$ cat src/rtl/mul_job_seq.sv
// Job sequencer around the shift-add multiplier: accepts operand pairs, launches one
// multiply at a time, and queues products (or zero-bypass / watchdog results) in a 2-entry buffer.
module mul_job_seq #(
  parameter int WIDTH     = 32,
  parameter int TO_CYCLES = 200,
  parameter int TO_W      = 8
) (
  input  logic             clk,
  input  logic             rst,
  input  logic             in_valid,
  output logic             in_ready,
  input  logic [WIDTH-1:0] in_a,
  input  logic [WIDTH-1:0] in_b,
  output logic [WIDTH-1:0] op_a,
  output logic [WIDTH-1:0] op_b,
  output logic             mul_start,
  input  logic             mul_done,
  input  logic [WIDTH-1:0] mul_z,
  output logic             out_valid,
  input  logic             out_ready,
  output logic [WIDTH-1:0] out_z,
  output logic             out_to,
  output logic             busy
);

  typedef enum logic [1:0] {IDLE, START, WAIT} state_t;

  localparam logic [TO_W-1:0] WD_LAST = TO_W'(TO_CYCLES - 1);

  state_t           state, state_nxt;
  logic [TO_W-1:0]  wd_cnt;
  logic [1:0]       count;
  logic [WIDTH-1:0] buf_z [2];
  logic             buf_to [2];
  logic             accept, bypass, wd_term, pop;
  logic             push, push_to;
  logic [WIDTH-1:0] push_z;

  assign accept  = in_valid && in_ready;
  assign bypass  = accept && ((in_a == '0) || (in_b == '0));
  assign wd_term = (wd_cnt == WD_LAST);
  assign pop     = out_valid && out_ready;

  always_ff @(posedge clk or negedge rst) begin
    if (!rst) state <= IDLE;
    else      state <= state_nxt;
  end

  always_comb begin
    state_nxt = state;
    case (state)
      IDLE:    if (accept && !bypass) state_nxt = START;
      START:   state_nxt = WAIT;
      WAIT:    if (mul_done || wd_term) state_nxt = IDLE;
      default: state_nxt = IDLE;
    endcase
  end

  // done takes priority over the watchdog when both land in the same cycle
  always_comb begin
    in_ready  = (state == IDLE) && (count < 2'd2);
    mul_start = (state == START);
    busy      = (state != IDLE);
    push      = 1'b0;
    push_z    = '0;
    push_to   = 1'b0;
    case (state)
      IDLE: push = bypass;
      WAIT: begin
        if (mul_done) begin
          push   = 1'b1;
          push_z = mul_z;
        end else if (wd_term) begin
          push    = 1'b1;
          push_to = 1'b1;
        end
      end
      default: ;
    endcase
  end

  // operands stay put for the whole multiply; only a new accept replaces them
  always_ff @(posedge clk or negedge rst) begin
    if (!rst) begin
      op_a <= '0;
      op_b <= '0;
    end else if (accept) begin
      op_a <= in_a;
      op_b <= in_b;
    end
  end

  always_ff @(posedge clk or negedge rst) begin
    if (!rst)                 wd_cnt <= '0;
    else if (state == START)  wd_cnt <= '0;
    else if (state == WAIT)   wd_cnt <= wd_cnt + TO_W'(1);
  end

  always_ff @(posedge clk or negedge rst) begin
    if (!rst) count <= 2'd0;
    else begin
      case ({push, pop})
        2'b10:   count <= count + 2'd1;
        2'b01:   count <= count - 2'd1;
        default: count <= count;
      endcase
    end
  end

  // slot 0 is the head; a push lands in slot 0 when it is (or is about to be) free
  always_ff @(posedge clk) begin
    if (push && ((count == 2'd0) || ((count == 2'd1) && pop))) begin
      buf_z[0]  <= push_z;
      buf_to[0] <= push_to;
    end else if (pop) begin
      buf_z[0]  <= buf_z[1];
      buf_to[0] <= buf_to[1];
    end
    if (push && (count == 2'd1) && !pop) begin
      buf_z[1]  <= push_z;
      buf_to[1] <= push_to;
    end
  end

  assign out_valid = (count != 2'd0);
  assign out_z     = out_valid ? buf_z[0] : '0;
  assign out_to    = out_valid ? buf_to[0] : 1'b0;

endmodule

$ cat config.mk
export PLATFORM = sky130hd
export DESIGN_NAME = mul_job_seq
export DESIGN_NICKNAME = d
export VERILOG_FILES = /design/src/rtl/mul_job_seq.sv
export SDC_FILE = /design/constraint.sdc
export NUM_CORES = 1
export LEC_CHECK = 0
export ABC_AREA = 1
export CORE_MARGIN = 10
export CORE_UTILIZATION = 30
export CTS_BUF_LIST = sky130_fd_sc_hd__clkbuf_8 sky130_fd_sc_hd__clkbuf_16
export DETAILED_ROUTE_END_ITERATION = 7
export PLACE_DENSITY_LB_ADDON = 0.1
export RECOVER_POWER = 25
export SLEW_MARGIN = 20
export SYNTH_ARGS = -nofsm -noshare
export SYNTH_HDL_FRONTEND = slang
export SYNTH_SLANG_ARGS = --single-unit
$ cat constraint.sdc
create_clock -name clk -period 3.8 [get_ports clk]
set_input_delay 0.57 -clock clk [delete_from_list [all_inputs] [get_ports clk]]
set_output_delay 0.57 -clock clk [all_outputs]
set_load 0.005 [all_outputs]
[After elaboration in Yosys (flattened, before gate mapping)]
Memory sizes are Yosys's and may differ from the RTL's.
Index checks and enable logic that the tools add are counted.
W data, S select, Z words.
Word-level totals
  register bits after elaboration: 76
  RAM bits: 66
  word-level logic and storage cells: 76
  memories: 2
Memories
  buf_z: words 2, width 32, read ports 2, clocked after memory_dff 0, wr ports 1, line 33  | logic [WIDTH-1:0] buf_z [2];
  buf_to: words 2, width 1, read ports 2, clocked after memory_dff 0, wr ports 1, line 34  | logic buf_to [2];
Cells by class
  add/sub/neg operators: 3
  $lt $le $gt $ge: 1
  equal/unequal tests: 8
  mux-type cells: 30
  bitwise logic cells: 2
  reduce and logical (&&, ||, !) cells: 25
Operators by type and width (count)
  $mux W32: 5
  $logic_not A32 Y1: 2
  $reduce_or A32 Y1: 1
  $mux W1: 18
  $mux W8: 2
  $logic_and A1 B1 Y1: 9
  $add A8 B1 Y8 const B: 1
  $eq A8 B8 Y1 const B: 1
  $reduce_bool A2 Y1: 4
  $eq A2 B1 Y1 const B: 3
  $pmux W2 S3: 1
  $eq A2 B2 Y1 const B: 2
  $logic_not A2 Y1: 2
  $mux W2: 2
  $ne A2 B2 Y1 const B: 2
  $pmux W2 S2: 1
  $logic_or A1 B1 Y1: 3
  $add A2 B1 Y2 const B: 1
  $logic_not A1 Y1: 2
  $lt A2 B2 Y1 const B: 1
  $or A1 B1 Y1: 2
  $pmux W1 S2: 1
  $reduce_and A2 Y1: 1
  $sub A2 B1 Y2 const B: 1
  $reduce_or A1 Y1: 1

[Logic depth before layout (Yosys ltp)]
Gate-level depths: netlist of run 1.
  word-level depth: 11
  gate-level depth with buffers: 14

[Worst setup path after synthesis of run 1]
OpenSTA, ideal clock, no wires.
  path type: reg2reg
  start point: register state[0]
  end point: memory buf_to[1][0] (netlist: buf_to[0][1]), enable pin
  setup time: 423 ps
  arrival time: 2797 ps
  data required time: 3377 ps
  slack: 580 ps
  cell stages (with the launch flop): 12
  path buffers: 1
  cells stage by stage: dfrtp_1 > inv_1 > ha_1 > inv_2 > nor2_2 > nand2_2 > inv_2 > nand2_1 > nand2_2 > nand2_4 > buf_2 > nor2_1
Between the ends
  word-level cells in the longest chain between the ends: 11
  elaborated cells on any way between the ends: 19
RTL lines
  start, declared: line 30  | state_t state, state_nxt;
  start signal, assigned: line 46  | else state <= state_nxt;
  $logic_not A2 Y1 (*): line 61  | in_ready = (state == IDLE) && (count < 2'd2);
  $logic_and A1 B1 Y1 (*): line 61
  net in_ready: line 11  | output logic in_ready,
  $logic_and A1 B1 Y1 (*): line 39  | assign accept = in_valid && in_ready;
  $logic_and A1 B1 Y1 (*): line 40  | assign bypass = accept && ((in_a == '0) || (in_b == '0));
  $pmux W1 S2 (*): line 67  | case (state)
  $logic_and A1 B1 Y1 (2 in series): line 119  | if (push && (count == 2'd1) && !pop) begin
  $mux W1: line 119
  $mux W1 (not written as such): line 121  | buf_to[1] <= push_to;
  $reduce_or A1 Y1 (no line)
  $mux W1 (no line)
  end, declared: line 34
The timed path passes the listed nets; every way through them passes the cells marked *.

[Worst setup path after layout of run 1]
  start point: register count[1]
  end point: output out_z[22]
Between the ends
  word-level cells in the longest chain between the ends: 2
RTL lines
  start, declared: line 32  | logic [1:0] count;
  start signal, assigned: line 103  | 2'b10: count <= count + 2'd1;
  start signal, assigned: line 104  | 2'b01: count <= count - 2'd1;
  start signal, assigned: line 105  | default: count <= count;
  $reduce_bool A2 Y1: line 125  | assign out_valid = (count != 2'd0);
  $mux W32: line 126  | assign out_z = out_valid ? buf_z[0] : '0;
  end, declared: line 21  | output logic [WIDTH-1:0] out_z,
No other way between the ends.

==> results of run 1 <==
layer usage:
| metal | GRT usage (%) | part of all wire, % |
|---|---|---|
| met5 | 0 | 0 |
| met4 | 3.505 | 0.95 |
| met3 | 6.294 | 8.8 |
| met2 | 21.40 | 49 |
| met1 | 15.22 | 42 |
registers in the layout (all words and copies together) (netlist names):
signal,count
buf_to,2
count,2
op_b,32
buf_z,64
state,2
wd_cnt,8
op_a,32
power groups by stage:
stage	logic, mW	clock network, mW	registers (mW)
5_1_grt	2.93	1.68	2.53
4_1_cts	2.70	1.61	2.47
3_5_place_dp	2.69	0	2.48
6_report	2.62	1.56	2.46
3_3_place_gp	2.70	0	2.47
2_1_floorplan	1.11	0	2.49
metrics by stage:
step                cells  hold slack [ps]  util (%)  power (mW)  area (µm²)
detailed placement   1186            463.6     41.34       5.169        8662
finish               1218            193.1     43.96       6.635        9211
floorplan             731            274.4         -       3.597        6381
global route         1218            243.1     43.96       7.144        9211
CTS                  1218            228.7     44.00       6.771        9220
global placement     1186            462.1     41.34       5.173        8662
final cells by class:
cell class | instances | area, µm² | area share (%)
well taps | 275 | 344.1 | 3.735
inverters | 122 | 457.9 | 4.971
repair buffers | 209 | 2066 | 22.43
flip-flops and latches | 142 | 3884 | 42.16
clock buffers | 17 | 425.4 | 4.618
clock inverters | 15 | 132.6 | 1.440
multi-input cells | 438 | 1902 | 20.65
final timing paths:
path | slack, ps | end | from | depth (start not counted)
worst max-delay path | 840 | out_z[22] | count[1] | 5
worst min-delay path | 190 | op_b[11] | rst | 1
worst max register to register | 1290 | buf_z[0][62] | state[0] | 11
worst min register to register | 480 | op_b[29] | op_b[29] | 2
max in group asynchronous | 2000 | op_a[18] | rst | 2
min in group clk | 480 | op_b[29] | op_b[29] | 2
layout by cell type, fill, tap and decap left out, types with 2 or more instances in the layout:
master and count:
nor2_2 3, clkinv_2 2, inv_1 120, inv_6 3, edfxtp_1 66, clkinvlp_4 3
clkbuf_16 17, ha_1 8, a21oi_1 5, nor3_1 4, clkinv_4 4, nand4_1 4
xnor2_1 2, nand3_1 37, o21ai_0 45, nand2_1 225, nand2_2 2, nor2_1 95
nand2_4 2, inv_2 2, dfrtp_1 76, clkdlybuf4s50_1 200, buf_4 8, inv_8 2
synth_stat cells:
cell	n	area [µm²]
nor2_2	2	12.51
buf_2	6	30.03
nand2_1	225	844.6
o21bai_1	1	7.510
dfrtp_1	76	1902
nor4_1	1	6.260
o21a_1	1	7.510
nand2_2	2	12.51
clkbuf_1	13	48.80
nor3_1	3	15.01
nand2_4	2	22.52
nor2_1	96	360.4
edfxtp_1	66	1982
nand4_1	4	25.02
xnor2_1	2	17.52
o21ai_0	45	225.2
mux2i_1	1	10.01
nand3_1	37	185.2
nor3b_1	1	7.510
buf_6	3	33.78
or2_2	1	6.260
inv_2	2	7.510
a21oi_1	5	25.02
inv_1	120	450.4
ha_1	8	100.1
nor3_2	1	10.01
buf_1	7	26.28
logic make-up after synthesis:
family	share of synthesized area, %
xor gates and xnor gates	0.2746
buffers and inverters	9.353
DFF	60.86
adders and majority gates	1.569
muxes	0.1569
and+or+nand+nor	23.63
AOI/OAI and AO/OA	4.157
critical path, stage by stage, from the launching register on:
cell and delay (ps):
dfrtp_1 410, inv_1 90, ha_1 580, buf_4 350, nor2_1 80, clkdlybuf4s50_1 470
==> results.sh, run 1 <==
export IMPL_rsz0062_at_grt="false"
export IMPL_setup_viol=0
export IMPL_timing_fmax_ghz=0.3374
export IMPL_grt_pass1_wl_mm=29.05
export IMPL_cp_start_kind="flop"
export IMPL_skew_ps=8.248
export IMPL_via_per_inst=4.181
export IMPL_intPower_mw=4.435
export IMPL_grt_max_degree=106
export IMPL_start_util_pct=30.45
export IMPL_worstPathArrival_ps=2390
export IMPL_cts_tree="done"
export IMPL_postCtsSetupBuffers=0
export IMPL_gp_congestion=0.7543
export IMPL_diodes=0
export IMPL_timing_final_crit_share_pct=77.99
export IMPL_cp_end_kind="output port"
export IMPL_dr_first_iter_drc_count=244
export IMPL_cts_buffers=17
export IMPL_rows=53
export IMPL_coreArea_mm2=0.02096
export IMPL_wl_mm=18.16
export IMPL_p_per_area_mw_per_mm2=720.3
export IMPL_yosysSeqAreaShare_pct=60.86
export IMPL_synthesis_area_mm2=0.006381
export IMPL_clk_latency_ps=420
export IMPL_ys_warn_count=0
export IMPL_relSlewSlack_pct=18.49
export IMPL_clockRootBuffer="clkbuf_16"
export IMPL_clkSinkCount=142
export IMPL_final_max_slew_viol_count=0
export IMPL_antenna_found_initial=0
export IMPL_pwr_share_seq_pct=37.0
export IMPL_avgSynthCellArea_um2=8.729
export IMPL_path_class="flop to output port"
export IMPL_cts_hold_buf=0
export IMPL_grt_pass1_vias=5230
export IMPL_p_switching_mw=2.199
export IMPL_vdd_drop_max_mv=0.3718
export IMPL_first_pass_iters=4
export IMPL_htree_levels=4
export IMPL_clk_path_buf_depth=2
export IMPL_syn_to_final_growth_pct=44.35
export IMPL_period_needed_ps=2964
export IMPL_io_pins=202
export IMPL_fin_nets=1039
export IMPL_p_leak_nw=4.254
export IMPL_status="completed"
export IMPL_drv_cap=0
export IMPL_io_buffer_count=201
export IMPL_fp_dieH_um=165.8
export IMPL_synthCells=731
export IMPL_cts_resized=0
export IMPL_die_area_mm2=0.02750
export IMPL_vias=5092
export IMPL_comb_power_share_pct=39.5
export IMPL_clk_pin_slew_ps=70
export IMPL_drc_errors=0
export IMPL_worstPathMaxFanout=21
export IMPL_place_hpwl_mm=13.50
export IMPL_drive_above_1_share_pct=5.408
export IMPL_tightest_slew_ps=1223
export IMPL_ys_ff_latch=142
export IMPL_fin_ws_ps=836.3
export IMPL_finalHoldViolCount=0
export IMPL_grtUsageTotal_pct=13.17
export IMPL_pre_cts_slack_ps=886.8
export IMPL_routedWlPerCell_um=14.91
export IMPL_p_sw_share_pct=33.15
export IMPL_cp_data_required_time_ps=3230
export IMPL_synthesis_nets=840
export IMPL_hold_class="input pin to asynchronous set/reset pin"
export IMPL_tns_ps=0
export IMPL_die_w_um=165.8
export IMPL_grt_ovfl_total=0
export IMPL_fillerInstances=2162
export IMPL_ys_types=27
export IMPL_antenna_left=0
export IMPL_clkPwrFrac_pct=23.5
Note: power is estimated with default switching activity, not from simulation.
==> run 2, diff against run 1 <==
clock period = 2.9 ns   (was 3.8 ns; I/O delays follow)
==> results.sh, run 2 (synthesis results as in run 1) <==
export IMPL_status="completed"
export IMPL_path_delay_family="buffers and inverters"
export IMPL_rows=53
export IMPL_htree_levels=4
export IMPL_antenna_found_initial=0
export IMPL_fin_nets=1049
export IMPL_p_per_area_mw_per_mm2=941.8
export IMPL_grt_max_degree=91
export IMPL_holdWs_ps=484.8
export IMPL_routedWlPerCell_um=14.81
export IMPL_cp_start_kind="flop"
export IMPL_fp_dieH_um=165.8
export IMPL_path_class="flop to output port"
export IMPL_r2r_slack_ps=450
export IMPL_holdPathEnd="op_a[24]"
export IMPL_diodes=0
export IMPL_path_cells="inv_1 -> ha_1 -> buf_4 -> nor2_1 -> clkdlybuf4s50_1"
export IMPL_pre_cts_slack_ps=284.0
export IMPL_layout_common_cells="nand2_1 (226), clkdlybuf4s50_1 (200), inv_1 (121)"
export IMPL_finalHoldViolCount=0
export IMPL_cts_buffers=17
export IMPL_min_from="op_a[24]"
export IMPL_hold_depth=2
export IMPL_clkSinkCount=142
export IMPL_relSlewSlack_pct=19.05
export IMPL_grt_pass1_wl_mm=28.83
export IMPL_cp_end_kind="output port"
export IMPL_io_buffer_count=201
export IMPL_final_common_cell="nand2_1"
export IMPL_gp_congestion=0.7477
export IMPL_crit_path_max_incr_delay_ps=470
export IMPL_clk_pin_slew_ps=60
export IMPL_tns_ps=0
export IMPL_p_leak_nw=4.307
export IMPL_vias=5162
export IMPL_start_util_pct=30.45
export IMPL_clockRootBuffer="clkbuf_16"
export IMPL_final_core_util_pct=44.38
export IMPL_period_needed_ps=2560
export IMPL_timing_fmax_ghz=0.3907
export IMPL_worstPathArrival_ps=2120
export IMPL_top_regs="buf_z (64), op_a (32), op_b (32)"
export IMPL_cts_tree="done"
export IMPL_clk_path_buf_depth=2
export IMPL_skew_ps=10.73
export IMPL_cp_data_required_time_ps=2470
export IMPL_r2r_cells=11
export IMPL_vdd_drop_max_mv=0.4627
export IMPL_coreArea_mm2=0.02096
export IMPL_clk_latency_ps=420
export IMPL_fillerInstances=2148
export IMPL_drv_cap=0
export IMPL_rr_endpoint="buf_z[0][60]"
export IMPL_io_pins=202
export IMPL_hold_class="flop to flop"
export IMPL_drc_errors=0
export IMPL_grt_pass1_vias=5279
export IMPL_tightest_slew_ps=1214
export IMPL_worstPathMaxFanout=11
export IMPL_largest_reg_flops=64
export IMPL_syn_to_final_growth_pct=45.75
export IMPL_timing_final_crit_share_pct=88.26
export IMPL_die_area_mm2=0.02750
export IMPL_antenna_left=0
export IMPL_first_pass_iters=6
export IMPL_grt_ovfl_total=0
export IMPL_grtUsageTotal_pct=12.91
export IMPL_via_per_inst=4.204
export IMPL_reg2reg_from="state[0]"
export IMPL_die_w_um=165.8
export IMPL_setup_viol=0
export IMPL_wl_mm=18.18
export IMPL_largest_register="buf_z"
export IMPL_rsz0062_at_grt="false"
export IMPL_crit_slowest_cell="clkdlybuf4s50_1"
export IMPL_crit_buf_inv=3
export IMPL_dr_first_iter_drc_count=214
export IMPL_final_max_slew_viol_count=0
export IMPL_drive_above_1_share_pct=5.876
export IMPL_place_hpwl_mm=13.85
export IMPL_fin_ws_ps=340.5
[run 2: cell types whose count changed in the layout (fill, tap and decap cells not counted), sizes merged]
cell,before,now
buf,8,16
clkinv,7,3
inv,127,130
clkbuf,18,19
clkinvlp,3,4
dlygate4sd3,0,1
[run 2: area by class of cell]
class	instances	area, µm²	share of cell area [%]
Tap cell	275	344.1	3.700
Multi-Input combinational cell	438	1897	20.40
Clock buffer	17	425.4	4.574
Inverter	122	457.9	4.924
Timing Repair Buffer	219	2165	23.27
Sequential cell	142	3884	41.76
Clock inverter	15	127.6	1.372
[run 2: metal layers]
metal	share of wire (%)	wire, µm	up-vias	global-route usage [%]
li1	-	-	2662	-
met5	0	0	-	0
met3	8.7	1588	8	6.389
met1	43	7896	2358	14.88
met4	0.65	119	0	2.889
met2	47	8577	134	21.12
[run 2: through the flow]
step                      cells  area [µm²]  power, mW
after detailed placement   1195        8755      6.838
final                      1228        9300      8.759
after CTS                  1228        9318      8.944
after global placement     1195        8755      6.850
after global routing       1228        9300      9.416
after floorplan             731        6387      4.713
[run 2: repair_timing]
action | in CTS | in global routing
setup endpoints to repair | 0 | 0
resized for setup | 0 | 0
endpoints found under the hold margin | 20 | 0
buffers inserted | 0 | 0
hold buffers | 1 | 0
[run 2: worst min-delay path: cells and delay by family, from the launching register on]
family	cells	cell delay, ps
flip-flops	1	350
AND/OR/NAND/NOR	2	100
[run 2: worst max-delay path by stage]
stage | from | endpoint | cells past startpoint
5_1_grt | state[0] | buf_z[0][60] | 11
3_3_place_gp | in_a[4] | buf_z[0][62] | 13
2_1_floorplan | state[0] | buf_to[0][1] | 11
6_report | count[1] | out_to | 5
4_1_cts | count[1] | out_to | 5
3_5_place_dp | in_a[4] | buf_z[0][57] | 13
[run 2: where the power goes]
part | internal, mW | total (mW) | switching (mW) | leakage (nW)
logic | 1.85 | 3.48 | 1.63 | 2.52
registers | 2.90 | 3.22 | 0.323 | 1.53
clock network | 1.12 | 2.06 | 0.936 | 0.262
total | 5.87 | 8.76 | 2.89 | 4.31
==> run 3, diff against run 2 <==
HOLD_SLACK_MARGIN = 0.02   (was default)
==> results of run 3 <==
The final DEF is identical to that of run 2; final timing and power are the same.
